--- src/rtl/mac_vector_sequencer.sv ---
// Operand sequencer for a registered multiply-accumulate block: frames (a, b) pair vectors,
// drives the accumulator clear and collects each dot product into a credit-protected result FIFO.
module mac_vector_sequencer #(
   parameter int I_DATA_WIDTH = 18,
   parameter int O_DATA_WIDTH = 44,
   parameter int MAC_LATENCY  = 2,
   parameter int FIFO_DEPTH   = 4,
   parameter int CNT_WIDTH    = 16
) (
   input  logic                           clk,
   input  logic                           reset_n,
   input  logic                           s_valid,
   output logic                           s_ready,
   input  logic signed [I_DATA_WIDTH-1:0] s_a,
   input  logic signed [I_DATA_WIDTH-1:0] s_b,
   input  logic                           s_last,
   output logic signed [I_DATA_WIDTH-1:0] mac_a,
   output logic signed [I_DATA_WIDTH-1:0] mac_b,
   output logic                           mac_clr,
   input  logic signed [O_DATA_WIDTH-1:0] mac_p,
   output logic                           m_valid,
   input  logic                           m_ready,
   output logic signed [O_DATA_WIDTH-1:0] m_data,
   output logic [CNT_WIDTH-1:0]           m_count,
   output logic                           busy
);

   localparam int PTR_W = $clog2(FIFO_DEPTH);
   localparam int OCC_W = $clog2(FIFO_DEPTH + MAC_LATENCY + 1);

   function automatic logic [CNT_WIDTH-1:0] cnt_sat_inc(input logic [CNT_WIDTH-1:0] c);
      if (&c) return c;
      return c + 1'b1;
   endfunction

   logic                           accept;
   logic                           first_flag;
   logic [CNT_WIDTH-1:0]           cnt_q;
   logic [CNT_WIDTH-1:0]           cnt_next;
   logic                           vld_p [MAC_LATENCY];
   logic [CNT_WIDTH-1:0]           cnt_p [MAC_LATENCY];
   logic [OCC_W-1:0]               tag_cnt;
   logic [OCC_W-1:0]               occ;
   logic signed [O_DATA_WIDTH-1:0] fifo_data [FIFO_DEPTH];
   logic [CNT_WIDTH-1:0]           fifo_cnt  [FIFO_DEPTH];
   logic [PTR_W-1:0]               wr_ptr;
   logic [PTR_W-1:0]               rd_ptr;
   logic [PTR_W:0]                 fill;
   logic                           push;
   logic                           pop;

   // Credit counts results already stored plus those still travelling through the MAC,
   // so a capture can never find the FIFO full.
   always_comb begin
      tag_cnt = '0;
      for (int i = 0; i < MAC_LATENCY; i++) begin
         tag_cnt = tag_cnt + OCC_W'(vld_p[i]);
      end
      occ     = OCC_W'(fill) + tag_cnt;
      s_ready = reset_n && (occ < OCC_W'(FIFO_DEPTH));
   end

   assign accept   = s_valid && s_ready;
   assign cnt_next = first_flag ? CNT_WIDTH'(1) : cnt_sat_inc(cnt_q);

   // Bubbles feed zeros so the free-running accumulator holds its value.
   assign mac_a = accept ? s_a : '0;
   assign mac_b = accept ? s_b : '0;

   assign push    = vld_p[MAC_LATENCY-1];
   assign m_valid = (fill != '0);
   assign pop     = m_valid && m_ready;
   assign m_data  = m_valid ? fifo_data[rd_ptr] : '0;
   assign m_count = m_valid ? fifo_cnt[rd_ptr]  : '0;
   assign busy    = !first_flag || (tag_cnt != '0) || m_valid;

   // Stage p0: acceptance -> clear and tag pipeline; last stage -> FIFO capture
   always_ff @(posedge clk) begin
      if (!reset_n) begin
         first_flag <= 1'b1;
         cnt_q      <= '0;
         mac_clr    <= 1'b0;
         for (int i = 0; i < MAC_LATENCY; i++) begin
            vld_p[i] <= 1'b0;
         end
         wr_ptr <= '0;
         rd_ptr <= '0;
         fill   <= '0;
      end else begin
         mac_clr <= accept && first_flag;
         if (accept) begin
            first_flag <= s_last;
            cnt_q      <= cnt_next;
         end
         vld_p[0] <= accept && s_last;
         for (int i = 1; i < MAC_LATENCY; i++) begin
            vld_p[i] <= vld_p[i-1];
         end
         if (push) wr_ptr <= wr_ptr + 1'b1;
         if (pop)  rd_ptr <= rd_ptr + 1'b1;
         case ({push, pop})
            2'b10:   fill <= fill + 1'b1;
            2'b01:   fill <= fill - 1'b1;
            default: fill <= fill;
         endcase
      end
   end

   always_ff @(posedge clk) begin
      cnt_p[0] <= cnt_next;
      for (int i = 1; i < MAC_LATENCY; i++) begin
         cnt_p[i] <= cnt_p[i-1];
      end
      // mac_p is sampled before a coincident clear reaches the accumulator
      if (push) begin
         fifo_data[wr_ptr] <= mac_p;
         fifo_cnt[wr_ptr]  <= cnt_p[MAC_LATENCY-1];
      end
   end

endmodule

--- config.mk ---
export PLATFORM = sky130hd
export DESIGN_NAME = mac_vector_sequencer
export DESIGN_NICKNAME = d
export VERILOG_FILES = /design/src/rtl/mac_vector_sequencer.sv
export SDC_FILE = /design/constraint.sdc
export NUM_CORES = 1
export LEC_CHECK = 0
export BUFFER_PORTS_ARGS = -buffer_cell sky130_fd_sc_hd__clkbuf_2
export CAP_MARGIN = 20
export CORE_MARGIN = 5
export CORE_UTILIZATION = 55
export CTS_CLUSTER_SIZE = 40
export DETAILED_ROUTE_END_ITERATION = 8
export GPL_TIMING_DRIVEN = 0
export PLACE_DENSITY_LB_ADDON = 0.2
export SYNTH_ARGS = -nofsm -noshare
export SYNTH_HDL_FRONTEND = slang
export SYNTH_SLANG_ARGS = --single-unit
--- constraint.sdc ---
create_clock -name clk -period 4.4 [get_ports clk]
set_input_delay 1.32 -clock clk [delete_from_list [all_inputs] [get_ports clk]]
set_output_delay 1.32 -clock clk [all_outputs]
set_load 0.01 [all_outputs]
Word level (Yosys, flattened, before mapping)
Memories as Yosys holds them, arrays and structs flattened. A register that Yosys moved wholly into a read port is not among the register bits.
Index checks and enable logic that the tools add are counted.
{ "word_totals": {"register_bits": 25, "ram_bits": 274, "output_inout_bits": 100, "memories": 4, "inputBits": 85} }
{ "mem_list": {"columns": ["memory", "words", "word_bits", "read_ports", "rd_ports_with_merged_regs", "wr", "line", "source"], "rows": [
  ["fifo_data", 4, 44, 1, 1, 1, "44", "logic signed [O_DATA_WIDTH-1:0] fifo_data [FIFO_DEPTH];"],
  ["fifo_cnt", 4, 16, 1, 1, 1, "45", "logic [CNT_WIDTH-1:0] fifo_cnt [FIFO_DEPTH];"],
  ["cnt_p", 2, 16, 2, 0, 2, "41", "logic [CNT_WIDTH-1:0] cnt_p [MAC_LATENCY];"],
  ["vld_p", 2, 1, 2, 0, 2, "40", "logic vld_p [MAC_LATENCY];"]
]} }
{ "classes": {"add_sub_neg": 7, "mux": 19, "bitwise": 2, "n_reduce_logical": 12, "eq_ne": 2, "magnitude_cmp": 1} }
{ "ops": {"columns": ["op", "count"], "rows": [
  ["2-to-1 mux 16 bit", 4],
  ["2-to-1 mux 44 bit", 1],
  ["2-to-1 mux 18 bit", 2],
  ["adder 16 x 1 -> 16 bit, second input constant", 1],
  ["AND reduction 16 bit", 1],
  ["2-to-1 mux 2 bit", 4],
  ["2-to-1 mux 1 bit", 7],
  ["one-hot mux 3 bit (2 select lines)", 1],
  ["nonzero test 3 bit", 2],
  ["logical AND 1 bit", 5],
  ["adder 2 x 1 -> 2 bit, second input constant", 2],
  ["adder 3 x 1 -> 3 bit, second input constant", 1],
  ["adder 3 x 2 -> 3 bit", 1],
  ["less-than comparator 3 bit, second input constant", 1],
  ["subtractor 3 x 1 -> 3 bit, second input constant", 1],
  ["adder 1 x 1 -> 2 bit", 1],
  ["equality test 2 x 1 -> 1 bit, second input constant", 1],
  ["equality test 2 bit, second input constant", 1],
  ["logical OR 1 bit", 2],
  ["OR 1 bit", 2],
  ["nonzero test 2 bit", 1],
  ["zero test 1 bit", 1]
]} }

Longest topological paths before layout
An unclocked memory read counts as a cell.
{ "logic_depth": {"depth_word": 8, "ltp_mapped": 9, "ltp_nobuf": 9} }

Least setup slack after synthesis
No wires, ideal clock.
{ "synth_path": {"path_type": "in2out", "startpoint": "input s_valid", "endpoint": "output mac_a[0]", "path_slack_ns": 1.013, "arrival_ns": 2.067, "path_stages": 4, "cell_sequence": "inv_1 -> a31oi_1 -> clkbuf_1 -> and3_1"} }
{ "synth_via": {"elab_chain_cells": 2} }
{ "synth_rtl": {"columns": ["item", "line", "source"], "rows": [
  ["start: declaration", "12", "input logic s_valid,"],
  ["logical AND 1 bit", "63", "assign accept = s_valid && s_ready;"],
  ["2-to-1 mux 18 bit", "67", "assign mac_a = accept ? s_a : '0;"],
  ["end: declaration", "17", "output logic signed [I_DATA_WIDTH-1:0] mac_a,"]
]} }
Every way passes these cells.

==> results.yml <==
die:
  start_util_pct: 56.1
  die_area_sq_um: 24600
  rows: 53
  die_y_um: 157
  die_x_um: 157
  core_area_sq_um: 21200
  ios: 185
critical_path:
  crit_family: "compound AO/OA/AOI/OAI gates"
  crit_required_ns: 3.08
  criticalPathCategory: "register to output pin"
  end_kind: "output pin"
  path_cells: "inv_1 -> ha_1 -> a311o_1 -> a31oi_2 -> clkbuf_2 -> and3_1 -> clkbuf_2"
  path_buf_inv: 3
  cp_common_cell: "clkbuf_2"
  slowest_delay_ns: 0.52
  crit_fanout: 10
  crit_arrival_ns: 2.85
  cpMaxStageDelayCell: "dfxtp_1"
  startpoint_type: "register"
power_and_ir_drop:
  pwr-share-comb_pct: 12.4
  internal-power_uw: 4840
  power_switching_uw: 1390
  clkPwrFrac_pct: 37.8
  p_seq_share_pct: 49.8
  ir_worst_vdd_mv: 0.219
  powerDensity_nw_per_um2: 440
  leakagePower_uw: 0.00524
  switching_share_pct: 22.4
clock_network:
  clock_path_buffers: 3
  cts_num_sinks: 301
  clk_pin_slew_ns: 0.06
  cts_buffers: 30
  cts_root_buffer: "clkbuf_16"
  cts_tree: "done"
  cts_htree_levels: 1
  clkLatencyLatePin_ns: 0.53
timing:
  min_period_ns: 4.17
  worst_slew_pin_slew_ns: 0.733
  rsz0062_at_grt: "false"
  max_freq_mhz: 240
  skew_ns: 0.0112
  slew_viol_final: 0
  maxSlewHeadroom_pct: 50.8
  fin_crit_sh_pct: 94.7
  hold_viol: 0
  setup_tns_ns: 0
  setup_viol: 0
layout:
  final_cell_mix: "240 x edfxtp_1, 187 x clkbuf_2, 62 x and2_1"
  synthToLayoutAreaGrowth_pct: 19.6
  stdcell_area_sq_um: 14200
  final-seq-area_sq_um: 8430
  nets: 1018
  final_cells: 1220
  final_common_cell: "edfxtp_1"
  n_antenna_cell: 0
  drive_gt1_share_pct: 33.9
  fillCellCount: 1468
  multi_input_area_sq_um: 3200
detailed_routing:
  drt_iter0_markers: 412
  routed_wl_um: 23400
  wl_per_cell_um: 19.2
  routed-via-count: 6824
  viasPerCell: 5.59
  first_pass_iters: 4
  drc_errors: 0
  ant_nets: 0
placed_design:
  place.gp.congestion: 0.911
  portBuffers: 184
  dpl-instance-area_sq_um: 13200
  hpwl_um: 15200
  dp_cells: 1166
synthesis:
  synth_edf_count: 240
  seq_area_frac_synth_pct: 71.1
  synthCells: 703
  synth-main-ff-cell: "edfxtp_1"
  yosysWarnings: 0
  syn_avg_cell_area_sq_um: 16.9
  ys_seq_elements: 301
  syn_nets: 798
  syn_area_sq_um: 11900
  ys_async_sr_fraction_pct: 0
  ys_types: 50
grt:
  grt_max_degree: 57
  overflow: 0
  grt.total_usage_pct: 19.1
  grt_pass1_vias: 7243
  grt_antenna_before_repair: 0
  grt_pass1_wl_um: 37200
run_status:
  status: "completed"
job:
  cap_viol_max_count: 0
worst_hold_path:
  min_path_type: "register to register"
sequential cells by signal, summed over array words and instances, names as in the netlist, named ones only:
name	flops
rd_ptr	2
vld_p	2
fill	3
fifo_data	176
wr_ptr	2
cnt_q	16
mac_clr	1
fifo_cnt	64
first_flag	1
cnt_p	32
what timing repair did:
item,in CTS,in global routing
pin swaps,0,0
setup buffers,0,0
gates resized for setup,1,5
setup endpoints to repair,1,34
hold buffers,0,0
per-stage QoR:
| step | util (%) | setup slack, ns | power [uW] | hold slack [ns] |
|---|---|---|---|---|
| global route | 67.0 | 0.0142 | 6490 | 0.343 |
| global placement | 62.0 | 0.350 | 3950 | 0.310 |
| CTS | 67.0 | 0.0736 | 6310 | 0.326 |
| floorplan | - | 1.01 | 3640 | 0.310 |
| detailed placement | 62.6 | 0.371 | 3960 | 0.312 |
| finish | 67.0 | 0.235 | 6230 | 0.325 |
kinds of logic after synthesis:
| group | after synthesis | synth area share (%) |
|---|---|---|
| DFF | 301 | 71.1 |
| and+or+nand+nor | 204 | 10.3 |
| muxes | 61 | 11.5 |
| buffers and inverters | 60 | 2.07 |
| AOI/OAI and AO/OA | 58 | 3.32 |
| adders and majority gates | 10 | 1.12 |
| xor gates and xnor gates | 9 | 0.665 |
power groups by stage:
stage               Combinational, uW  Clock [uW]  Sequential (uW)
floorplan                         480           0             3160
global placement                  784           0             3160
detailed placement                791           0             3160
CTS                               795        2410             3100
global route                      858        2530             3110
finish                            775        2350             3100
worst paths after layout:
kind / end / slack (ns) / depth (start not counted) / start
max reg2reg: cnt_q[15]$_SDFFE_PN0P_ / 1.84 / 8 / vld_p[0][1]$_SDFF_PN0_
min: cnt_p[0][20]$_DFF_P_ / 0.33 / 0 / cnt_p[0][4]$_DFF_P_
min reg2reg: cnt_p[0][20]$_DFF_P_ / 0.33 / 0 / cnt_p[0][4]$_DFF_P_
max: mac_a[2] / 0.23 / 7 / vld_p[0][1]$_SDFF_PN0_
cell usage after synthesis (12+ instances only):
| cell | count | area, sq um |
|---|---|---|
| a21oi_1 | 16 | 80.1 |
| and2_1 | 66 | 413 |
| and3_1 | 41 | 257 |
| buf_2 | 16 | 80.1 |
| clkbuf_1 | 31 | 116 |
| dfxtp_1 | 61 | 1220 |
| edfxtp_1 | 240 | 7210 |
| inv_1 | 12 | 45.0 |
| mux4_2 | 60 | 1350 |
| nand2_1 | 15 | 56.3 |
| nand3_1 | 20 | 100 |
| nor2_1 | 17 | 63.8 |
layout make-up:
type	instances	share of cell area (%)
multi-input combinational	342	22.6
clock buffer	47	6.11
inverter	12	0.318
clock inverter	7	0.406
buffer	48	1.44
sequential	301	59.4
tap	275	2.43
timing repair buffer	188	7.27
per-layer routing:
metal | vias to the layer above | GRT usage [%] | wire [um] | part of all wire [%]
li1 | 3178 | - | - | -
met1 | 3381 | 25.3 | 9700 | 41
met2 | 229 | 33.5 | 11900 | 51
met3 | 36 | 2.88 | 1370 | 5.8
met4 | 0 | 5.08 | 427 | 1.8
met5 | - | 0 | 0 | 0
(Power assumes the default switching activity.)
